File: src/rtl/lc3b_types.sv
// lc3b_types: shared LC-3b cache typedefs, geometry and the cache FSM state enum
package lc3b_types;
  typedef logic [8:0] lc3b_tag;
  typedef logic [2:0] lc3b_index;
  typedef logic [2:0] lc3b_offset3;
  typedef logic [1:0] lc3b_mem_wmask;
  typedef logic lc3b_way;
  localparam int NUM_SETS = 2 ** $bits(lc3b_index);
  localparam int WORDS_PER_BLOCK = 2 ** $bits(lc3b_offset3);
  typedef logic [16*WORDS_PER_BLOCK-1:0] lc3b_block;
  typedef enum logic [1:0] {S_IDLE, S_WB, S_ALLOC} lc3b_cache_state;
endpackage

File: src/rtl/cache_array.sv
// cache_array: NUM_SETS x W store, async read, sync write and clear; ports clk, rst, we, idx, din, dout
module cache_array
  import lc3b_types::*;
#(
  parameter int W = 1
) (
  input  logic         clk,
  input  logic         rst,
  input  logic         we,
  input  logic [2:0]   idx,
  input  logic [W-1:0] din,
  output logic [W-1:0] dout
);
  logic [W-1:0] mem_q [NUM_SETS];
  logic [W-1:0] mem_d [NUM_SETS];
  always_comb begin
    mem_d = mem_q;
    if (we) mem_d[idx] = din;
  end
  always_ff @(posedge clk)
    if (rst) mem_q <= '{default: '0};
    else mem_q <= mem_d;
  assign dout = mem_q[idx];
endmodule

File: src/rtl/l1_cache_2way.sv
// l1_cache_2way: 2-way write-back/write-allocate LC-3b L1 cache; ports clk, reset, CPU mem_* (16-bit), pmem_* (128-bit blocks); `L1_CACHE_PERF_EN adds hit_count/miss_count
module l1_cache_2way
  import lc3b_types::*;
(
  input  logic         clk,
  input  logic         reset,
  input  logic [15:0]  mem_address,
  input  logic         mem_read,
  input  logic         mem_write,
  input  logic [1:0]   mem_byte_enable,
  input  logic [15:0]  mem_wdata,
  output logic [15:0]  mem_rdata,
  output logic         mem_resp,
  output logic [15:0]  pmem_address,
  output logic         pmem_read,
  output logic         pmem_write,
  output logic [127:0] pmem_wdata,
  input  logic [127:0] pmem_rdata,
  input  logic         pmem_resp
`ifdef L1_CACHE_PERF_EN
  ,
  output logic [15:0]  hit_count,
  output logic [15:0]  miss_count
`endif
);
  lc3b_cache_state state_q, state_d;
  lc3b_tag req_tag;
  lc3b_tag tag_o [2];
  lc3b_index idx;
  lc3b_offset3 off;
  lc3b_block data_o [2];
  lc3b_block hit_line, wr_line, data_din;
  logic [1:0] valid_o, dirty_o, hits, we;
  logic req, hit, fill, idle_hit, lru_o, unused_byte_sel;
  lc3b_way hit_way, victim;
  logic [15:0] old_word;
  assign req_tag = mem_address[15:7];
  assign idx = mem_address[6:4];
  assign off = mem_address[3:1];
  assign unused_byte_sel = mem_address[0];
  assign req = mem_read | mem_write;
  assign hits = {valid_o[1] && tag_o[1] == req_tag, valid_o[0] && tag_o[0] == req_tag};
  assign hit = |hits;
  assign hit_way = hits[1];
  assign victim = lru_o;
  assign fill = state_q == S_ALLOC && pmem_resp;
  assign idle_hit = state_q == S_IDLE && req && hit;
  assign hit_line = data_o[hit_way];
  assign old_word = hit_line[{off, 4'b0} +: 16];
  always_comb begin
    wr_line = hit_line;
    wr_line[{off, 4'b0} +: 16] = {mem_byte_enable[1] ? mem_wdata[15:8] : old_word[15:8],
                                  mem_byte_enable[0] ? mem_wdata[7:0] : old_word[7:0]};
  end
  // One write port per way serves both CPU write hits and block fills; a fill always lands clean.
  assign data_din = fill ? pmem_rdata : wr_line;
  for (genvar w = 0; w < 2; w++) begin : g_way
    assign we[w] = (idle_hit && mem_write && hit_way == lc3b_way'(w)) || (fill && victim == lc3b_way'(w));
    cache_array #(.W(128)) u_data (.clk, .rst(reset), .we(we[w]), .idx, .din(data_din), .dout(data_o[w]));
    cache_array #(.W(9)) u_tag (.clk, .rst(reset), .we(we[w]), .idx, .din(req_tag), .dout(tag_o[w]));
    cache_array #(.W(1)) u_valid (.clk, .rst(reset), .we(we[w]), .idx, .din(1'b1), .dout(valid_o[w]));
    cache_array #(.W(1)) u_dirty (.clk, .rst(reset), .we(we[w]), .idx, .din(!fill), .dout(dirty_o[w]));
  end
  cache_array #(.W(1)) u_lru (.clk, .rst(reset), .we(idle_hit), .idx, .din(~hit_way), .dout(lru_o));
  assign mem_rdata = reset ? '0 : old_word;
  assign mem_resp = !reset && idle_hit;
  assign pmem_read = state_q == S_ALLOC;
  assign pmem_write = state_q == S_WB;
  assign pmem_address = reset ? '0 : {state_q == S_WB ? tag_o[victim] : req_tag, idx, 4'b0};
  assign pmem_wdata = reset ? '0 : data_o[victim];
  always_comb
    state_d = state_q == S_IDLE ? (req && !hit ? (valid_o[victim] && dirty_o[victim] ? S_WB : S_ALLOC) : S_IDLE)
            : state_q == S_WB ? (pmem_resp ? S_ALLOC : S_WB)
            : state_q == S_ALLOC ? (pmem_resp ? S_IDLE : S_ALLOC)
            : S_IDLE;
  always_ff @(posedge clk) state_q <= reset ? S_IDLE : state_d;
`ifdef L1_CACHE_PERF_EN
  logic [15:0] hit_count_q, hit_count_d, miss_count_q, miss_count_d;
  logic fill_done_q, fill_done_d;
  // The hit right after a fill completes the original miss, so it is not a new hit.
  always_comb begin
    fill_done_d = fill;
    hit_count_d = hit_count_q + 16'(idle_hit && !fill_done_q && hit_count_q != 16'hFFFF);
    miss_count_d = miss_count_q + 16'(state_q == S_IDLE && req && !hit && miss_count_q != 16'hFFFF);
  end
  always_ff @(posedge clk)
    if (reset) begin
      hit_count_q <= '0;
      miss_count_q <= '0;
      fill_done_q <= 1'b0;
    end else begin
      hit_count_q <= hit_count_d;
      miss_count_q <= miss_count_d;
      fill_done_q <= fill_done_d;
    end
  assign hit_count = hit_count_q;
  assign miss_count = miss_count_q;
`endif
endmodule
File: config.mk
export PLATFORM = sky130hd
export DESIGN_NAME = l1_cache_2way
export DESIGN_NICKNAME = d
export VERILOG_FILES = /design/src/rtl/lc3b_types.sv /design/src/rtl/cache_array.sv /design/src/rtl/l1_cache_2way.sv
export SDC_FILE = /design/constraint.sdc
export NUM_CORES = 2
export LEC_CHECK = 0
export BUFFER_PORTS_ARGS = -buffer_cell sky130_fd_sc_hd__buf_2
export CAP_MARGIN = 20
export CORE_ASPECT_RATIO = 0.75
export CORE_MARGIN = 2
export CORE_UTILIZATION = 35
export CTS_BUF_LIST = sky130_fd_sc_hd__clkbuf_4 sky130_fd_sc_hd__clkbuf_8
export DETAILED_ROUTE_END_ITERATION = 16
export GPL_ROUTABILITY_DRIVEN = 0
export SLEW_MARGIN = 20
export SYNTH_ARGS = -nofsm -noshare
export SYNTH_HDL_FRONTEND = slang
export SYNTH_SLANG_ARGS = --single-unit
File: constraint.sdc
create_clock -name clk -period 6.2 [get_ports clk]
set_clock_uncertainty 0.2 [all_clocks]
set_input_delay 0.62 -clock clk [delete_from_list [all_inputs] [get_ports clk]]
set_output_delay 0.62 -clock clk [all_outputs]
set_load 0.005 [all_outputs]
**Word level (Yosys, flattened, before mapping)**

Cells that the tools add are included.

- Logic and storage cells: 183
- Input port bits: 167
- Flip-flop bits (word level): 2234

- Shift-type cells: 3
- $add $sub $neg: 1
- Magnitude comparators: 5
- Eq/ne operators: 4
- Bitwise gates (word level): 8
- Multiplexer cells: 68
- Reductions and logical operators: 21

Operator list:

| kind | count |
|---|---|
| bitwise mux 1024 bit | 2 |
| 2-to-1 mux 128 bit | 13 |
| binary-select mux 128 bit (select 3 bit) | 2 |
| demux 128 bit (select 3 bit) | 1 |
| bitwise mux 72 bit | 2 |
| bitwise mux 128 bit | 1 |
| variable shift 16 x 9 -> 128 bit (first input constant) | 1 |
| variable part select 128 x 8 -> 16 bit | 1 |
| variable part select 16 x 9 -> 128 bit | 1 |
| 2-to-1 mux 9 bit | 9 |
| binary-select mux 9 bit (select 3 bit) | 2 |
| 2-to-1 mux 16 bit | 2 |
| demux 9 bit (select 3 bit) | 1 |
| bitwise mux 8 bit | 3 |
| == test 9 bit | 2 |
| 2-to-1 mux 8 bit | 2 |
| OR 8 bit | 2 |
| binary-select mux 1 bit (select 3 bit) | 5 |
| 2-to-1 mux 1 bit | 15 |
| logical AND 1 bit | 14 |
| 2-to-1 mux 2 bit | 7 |
| negation 7 -> 9 bit | 1 |
| >= comparator 2 bit (second input constant) | 2 |
| >= comparator 4 bit (second input constant) | 1 |
| other kinds (13) | 18 |

**Longest topological paths before layout**

- Word-level depth: 16
- Gate-level depth with buffers: 23

**Cells and area by module**

A second synthesis with hierarchy kept.

- Cell total of the unflattened synthesis: 14080
- Area total of the unflattened synthesis: 107057.7 µm²

By module, submodules not included:

| module | cells each | seq. area each (µm²) | times used | area an instance (µm²) |
|---|---|---|---|---|
| cache_array (g_way[0].u_data ...) | 5616 | 20499.7 | 2 | 43998.4 |
| l1_cache_2way | 1876 | 40.0 | 1 | 10258.6 |
| cache_array (g_way[0].u_tag ...) | 386 | 1441.4 | 2 | 3315.7 |
| cache_array (g_way[0].u_dirty ...) | 40 | 160.2 | 5 | 434.2 |

**Least setup slack after synthesis**

No wires, ideal clock.

- Path kind: input-to-output
- Start point: in mem_address[5]
- End point: out mem_rdata[4]
- Data required time: 5380 ps
- Path slack: 1126 ps
- Arrival: 4254 ps
- Stages: 21
- Cell sequence: buf_4 -> buf_6 -> buf_6 -> buf_6 -> buf_6 -> buf_6 -> buf_6 -> buf_2 -> buf_2 -> buf_2 -> mux2_2 -> a221oi_1 -> a21oi_1 -> a221oi_1 -> o21ai_0 -> a21oi_1 -> a211oi_1 -> nor4_4 -> buf_4 -> buf_4 -> nor2_1

- Cells in the longest elaborated chain, start to end: 12
- Elaborated cells between the ends (all ways): 21
- Those cells by class: 1 x eq/ne; 1 x shift; 16 x mux; 2 x bitwise; 1 x reduce/logical

RTL lines:

| what | line | source |
|---|---|---|
| start, declared | l1_cache_2way.sv:7 | `input logic [15:0] mem_address,` |
| inverter 3 -> 4 bit (not written as such) * | cache_array.sv:23 | `assign dout = mem_q[idx];` |
| binary-select mux 9 bit (select 3 bit) | cache_array.sv:23 |  |
| 2-to-1 mux 9 bit (not written as such) (2 in series) | cache_array.sv:23 |  |
| == test 9 bit | l1_cache_2way.sv:42 | `assign hits = {valid_o[1] && tag_o[1] == req_tag, valid_o[0] && tag_o[0] == req_tag};` |
| logical AND 1 bit | l1_cache_2way.sv:42 |  |
| inverter 1 -> 2 bit (not written as such) | l1_cache_2way.sv:48 | `assign hit_line = data_o[hit_way];` |
| 2-to-1 mux 128 bit (not written as such) * (3 in series) | l1_cache_2way.sv:48 |  |
| variable part select 128 x 8 -> 16 bit * | l1_cache_2way.sv:49 | `assign old_word = hit_line[{off, 4'b0} +: 16];` |
| 2-to-1 mux 16 bit * | l1_cache_2way.sv:65 | `assign mem_rdata = reset ? '0 : old_word;` |
| end, declared | l1_cache_2way.sv:12 | `output logic [15:0] mem_rdata,` |

Mark *: on every way between the ends. The rest lies on a longest branch, timed or not. The select of a mux whose other input is x is not followed.

**Worst setup path in the final report**

- Start point: reg g_way[1].u_tag.mem_q[24] in the netlist's numbering
- End point: out mem_rdata[10]

- Cells in the longest elaborated chain, start to end: 11

RTL lines:

| what | line | source |
|---|---|---|
| start, declared | cache_array.sv:14 | `logic [W-1:0] mem_q [NUM_SETS];` |
| start signal, assigned | cache_array.sv:22 | `else mem_q <= mem_d;` |
| binary-select mux 9 bit (select 3 bit) | cache_array.sv:23 |  |
| 2-to-1 mux 9 bit (not written as such) (2 in series) | cache_array.sv:23 |  |
| == test 9 bit | l1_cache_2way.sv:42 |  |
| logical AND 1 bit | l1_cache_2way.sv:42 |  |
| inverter 1 -> 2 bit (not written as such) | l1_cache_2way.sv:48 |  |
| 2-to-1 mux 128 bit (not written as such) (3 in series) | l1_cache_2way.sv:48 |  |
| variable part select 128 x 8 -> 16 bit | l1_cache_2way.sv:49 |  |
| 2-to-1 mux 16 bit | l1_cache_2way.sv:65 |  |

Every way passes these cells. The select of a mux whose other input is x is not followed.

==> impl_metrics.env <==
export IMPL_outcome="finished, violations left"
export IMPL_violations="capacitance limit"
export IMPL_drtIter0Drc=14790
export IMPL_fin_crit_sh_pct=99.92
export IMPL_reg2reg_depth=13
export IMPL_coreArea_um2=286300
export IMPL_worst_ep_required_time_ps=5380
export IMPL_top_usage_layer="met2"
export IMPL_fin_util_pct=40.53
export IMPL_clock_root_buffer="clkbuf_8"
export IMPL_power_share_combinational_pct=10.0
export IMPL_ys_types=103
export IMPL_mostFrequentLayoutCells="dfxtp_1 (2,234), nand3_1 (1,920), o21ai_0 (1,707)"
export IMPL_critPathLaunch="g_way[1].u_tag.mem_q[24]"
export IMPL_critPathArrivalTime_ps=5380
export IMPL_first_global_vias=88230
export IMPL_path_buf_inv=3
export IMPL_internal_power_uw=22630
export IMPL_clk_path_buf_depth=4
export IMPL_synth_edf_count=0
export IMPL_crit_path_top_delay_cell="a2111oi_4"
export IMPL_rr_endpoint="g_way[0].u_data.mem_q[964]"
export IMPL_use_met1_pct=40.76
export IMPL_switchingPower_uw=8811
export IMPL_design_area_um2=116100
export IMPL_hp_class="input pin to flop"
export IMPL_relSlewSlack_pct=1.360
export IMPL_fp_dieW_um=623.5
export IMPL_wl_per_cell_um=30.07
export IMPL_clk_pin_slew_ps=60
export IMPL_wirelength_mm=475.5
export IMPL_overflow=0
export IMPL_crit_type="flop to output pin"
export IMPL_die_h_um=468.7
export IMPL_synth_seq_cells=2234
export IMPL_route_detailed_drc=0
export IMPL_max_freq_mhz=161.4
export IMPL_yosysWarnings=0
export IMPL_final_common_cell="dfxtp_1"
export IMPL_cpPeakStageDelay_ps=760
export IMPL_via_count=99360
export IMPL_finalSetupViolations=0
export IMPL_synth_seq_area_share_pct=44.39
export IMPL_worst_ir_drop_vdd_v=0.0001927
export IMPL_cts_tree="done"
export IMPL_path_cells="mux2_2 > o22ai_1 > or3_1 > nand4_1 > or3_4 > nor2_8 > buf_4 > a211oi_1 > a2111oi_4 > nor2_1 > nor2_1 > buf_4 > buf_2"
export IMPL_leakagePower_uw=0.04105
export IMPL_synth_async_reset_ratio_pct=0
export IMPL_grtUsageMet3_pct=8.876
export IMPL_syn_inst=11760
export IMPL_cts_sinks=2234
export IMPL_drive_gt1_share_pct=18.31
export IMPL_worst_path_stages=13
export IMPL_numPortBuffers=324
export IMPL_dieArea_um2=292200
export IMPL_crit_path_max_fanout=13
export IMPL_powerDensity_nw_per_um2=271.0
export IMPL_drt_vias_per_instance=6.284
export IMPL_clkLatencyLatePin_ps=1060
export IMPL_htreeDepth=5
export IMPL_cp_end_kind="output pin"
export IMPL_nNetsFinal=11900
export IMPL_met2_usage_pct=42.09
export IMPL_crit_reg2reg_launch="g_way[1].u_tag.mem_q[24]"
export IMPL_synth_cell_area_um2=100800
export IMPL_tightest_slew_ps=1474
export IMPL_hold_path_depth=4
export IMPL_grt_max_degree=202
export IMPL_regToRegSetupSlack_ps=1080
export IMPL_first_pass_iters=8
export IMPL_grt_usage_pct=31.06
export IMPL_rows=170
export IMPL_cp_top_family="simple AND/OR/NAND/NOR gates"
export IMPL_placed_cell_area_um2=108100
export IMPL_synth_ff_type="dfxtp_1"
export IMPL_cp_start_kind="flop"
export IMPL_crit_end="mem_rdata[10]"
export IMPL_fin_setup_tns_ps=0
export IMPL_maxSlewViolCount=0
export IMPL_grt_antenna_before_repair=39
export IMPL_ios=330
export IMPL_p_seq_share_pct=45.9
export IMPL_dp_hpwl_mm=301.0
export IMPL_post_route_min_period_ps=6195
export IMPL_cts_buffers=364
export IMPL_p_clk_share_pct=44.1
export IMPL_finalHoldViolations=0
export IMPL_start_util_pct=35.19
export IMPL_grt_pass1_wl_mm=667.8
export IMPL_syn_avg_cell_area_um2=8.566
export IMPL_areaGrowthSynthToFinish_pct=15.18
export IMPL_drtAntennaViolNets=0
export IMPL_swShare_pct=28.02
export IMPL_max_cap_violations=1
[routing by layer]
layer  vias to the layer above  wire (um)
met5                         -        296
met4                        46      45880
met3                      1654      60270
met2                      6835     184700
met1                     47270     184400
li1                      43560          -
[state kept, by name, summed over array words and instances, names as in the netlist]
name,cells
state_q,2
g_way.u_tag.mem_q,144
g_way.u_valid.mem_q,16
u_lru.mem_q,8
g_way.u_data.mem_q,2048
g_way.u_dirty.mem_q,16
[worst min path at each step]
stage                               startpoint                         end
floorplan           g_way[0].u_data.mem_q[145]  g_way[0].u_data.mem_q[145]
global placement    g_way[0].u_data.mem_q[193]  g_way[0].u_data.mem_q[193]
detailed placement  g_way[0].u_data.mem_q[546]  g_way[0].u_data.mem_q[546]
CTS                            pmem_rdata[123]  g_way[0].u_data.mem_q[763]
global route                   pmem_rdata[127]  g_way[0].u_data.mem_q[511]
finish                          pmem_rdata[55]   g_way[0].u_data.mem_q[55]
[kinds of logic (layout without fill, tap and decap cells)]
| family | after synthesis | count (layout) | share of synthesized area [%] |
|---|---|---|---|
| compound gates | 3977 | 3977 | 25.49 |
| simple gates | 3515 | 3515 | 16.48 |
| xor+xnor | 11 | 11 | 0.09562 |
| buf+inv | 1481 | 1722 | 6.344 |
| other cells | 1 | 26 | 0.003722 |
| flops | 2234 | 2234 | 44.39 |
| fa+ha+maj | 2 | 2 | 0.02483 |
| mux | 541 | 541 | 7.179 |
[power groups by stage]
stage                     combinational, uW  clock (uW)  sequential [uW]
final                                  3140       13900            14400
after floorplan                        1460           0            14800
after CTS                              2910       13900            14400
after detailed placement               2890           0            14800
after global placement                 2900           0            14800
after global routing                   3110       14500            14400
[stage by stage]
| stage | worst slack (ps) | hold slack (ps) | total power [uW] | cells |
|---|---|---|---|---|
| final | 4.670 | 81.04 | 31450 | 15810 |
| after global routing | -4.534 | 91.46 | 32070 | 15790 |
| after CTS | 18.71 | 30.35 | 31250 | 15790 |
| after detailed placement | 73.93 | 240.6 | 17650 | 15140 |
| after global placement | 139.6 | 229.1 | 17660 | 15140 |
| after floorplan | 1126 | 219.6 | 16210 | 11770 |
[synth_stat cells (10+ instances only)]
master | instances | share of area [%]
a2111o_1 | 17 | 0.19
a2111oi_0 | 43 | 0.37
a211oi_1 | 138 | 1.0
a21o_1 | 13 | 0.097
a21oi_1 | 495 | 2.5
a221o_1 | 31 | 0.31
a221oi_1 | 315 | 2.7
a222oi_1 | 14 | 0.14
a22o_1 | 65 | 0.57
a22oi_1 | 188 | 1.4
a31oi_1 | 82 | 0.51
and3_1 | 42 | 0.26
buf_1 | 168 | 0.63
buf_2 | 213 | 1.1
buf_4 | 63 | 0.47
buf_6 | 41 | 0.46
clkbuf_1 | 896 | 3.3
dfxtp_1 | 2234 | 44
inv_1 | 91 | 0.34
mux2_2 | 161 | 1.8
mux2i_1 | 249 | 2.5
mux4_2 | 129 | 2.9
nand2_1 | 683 | 2.5
nand2b_1 | 11 | 0.068
nand3_1 | 1920 | 9.5
nor2_1 | 585 | 2.2
nor2b_1 | 66 | 0.41
nor3_1 | 77 | 0.38
nor3_2 | 10 | 0.099
nor3_4 | 15 | 0.24
nor4_1 | 30 | 0.19
o2111ai_1 | 12 | 0.10
o211a_1 | 11 | 0.11
o211ai_1 | 19 | 0.14
o21a_1 | 14 | 0.10
o21ai_0 | 1718 | 8.5
o21ai_1 | 74 | 0.37
o221ai_1 | 34 | 0.30
o22ai_1 | 44 | 0.27
o311ai_0 | 14 | 0.12
o31ai_1 | 455 | 3.4
o31ai_2 | 94 | 1.2
or3_1 | 16 | 0.099
[tightest hold or removal path, cell delays in order]
cell       delay [ps]
buf_2             120
o2111ai_1         130
buf_4             220
o31ai_1           180
[layout make-up]
| cell class | count | area, um2 |
|---|---|---|
| clock inverters | 58 | 530.5 |
| repair buffers | 987 | 8195 |
| clock buffers | 579 | 7118 |
| diodes | 22 | 55.05 |
| multi-input cells | 8050 | 50300 |
| inverters | 98 | 392.9 |
| fillers | 29030 | 170200 |
| well taps | 3784 | 4735 |
| flip-flops and latches | 2234 | 44720 |
[what timing repair did]
action	in CTS	in global routing
pin swaps	1	1
endpoints found under the setup margin	1	5
hold endpoints to repair	146	0
setup buffers	2	0
cloned	0	0
gates resized for setup	1	4
hold buffers	10	0
Power figures use the tool's default switching activity.
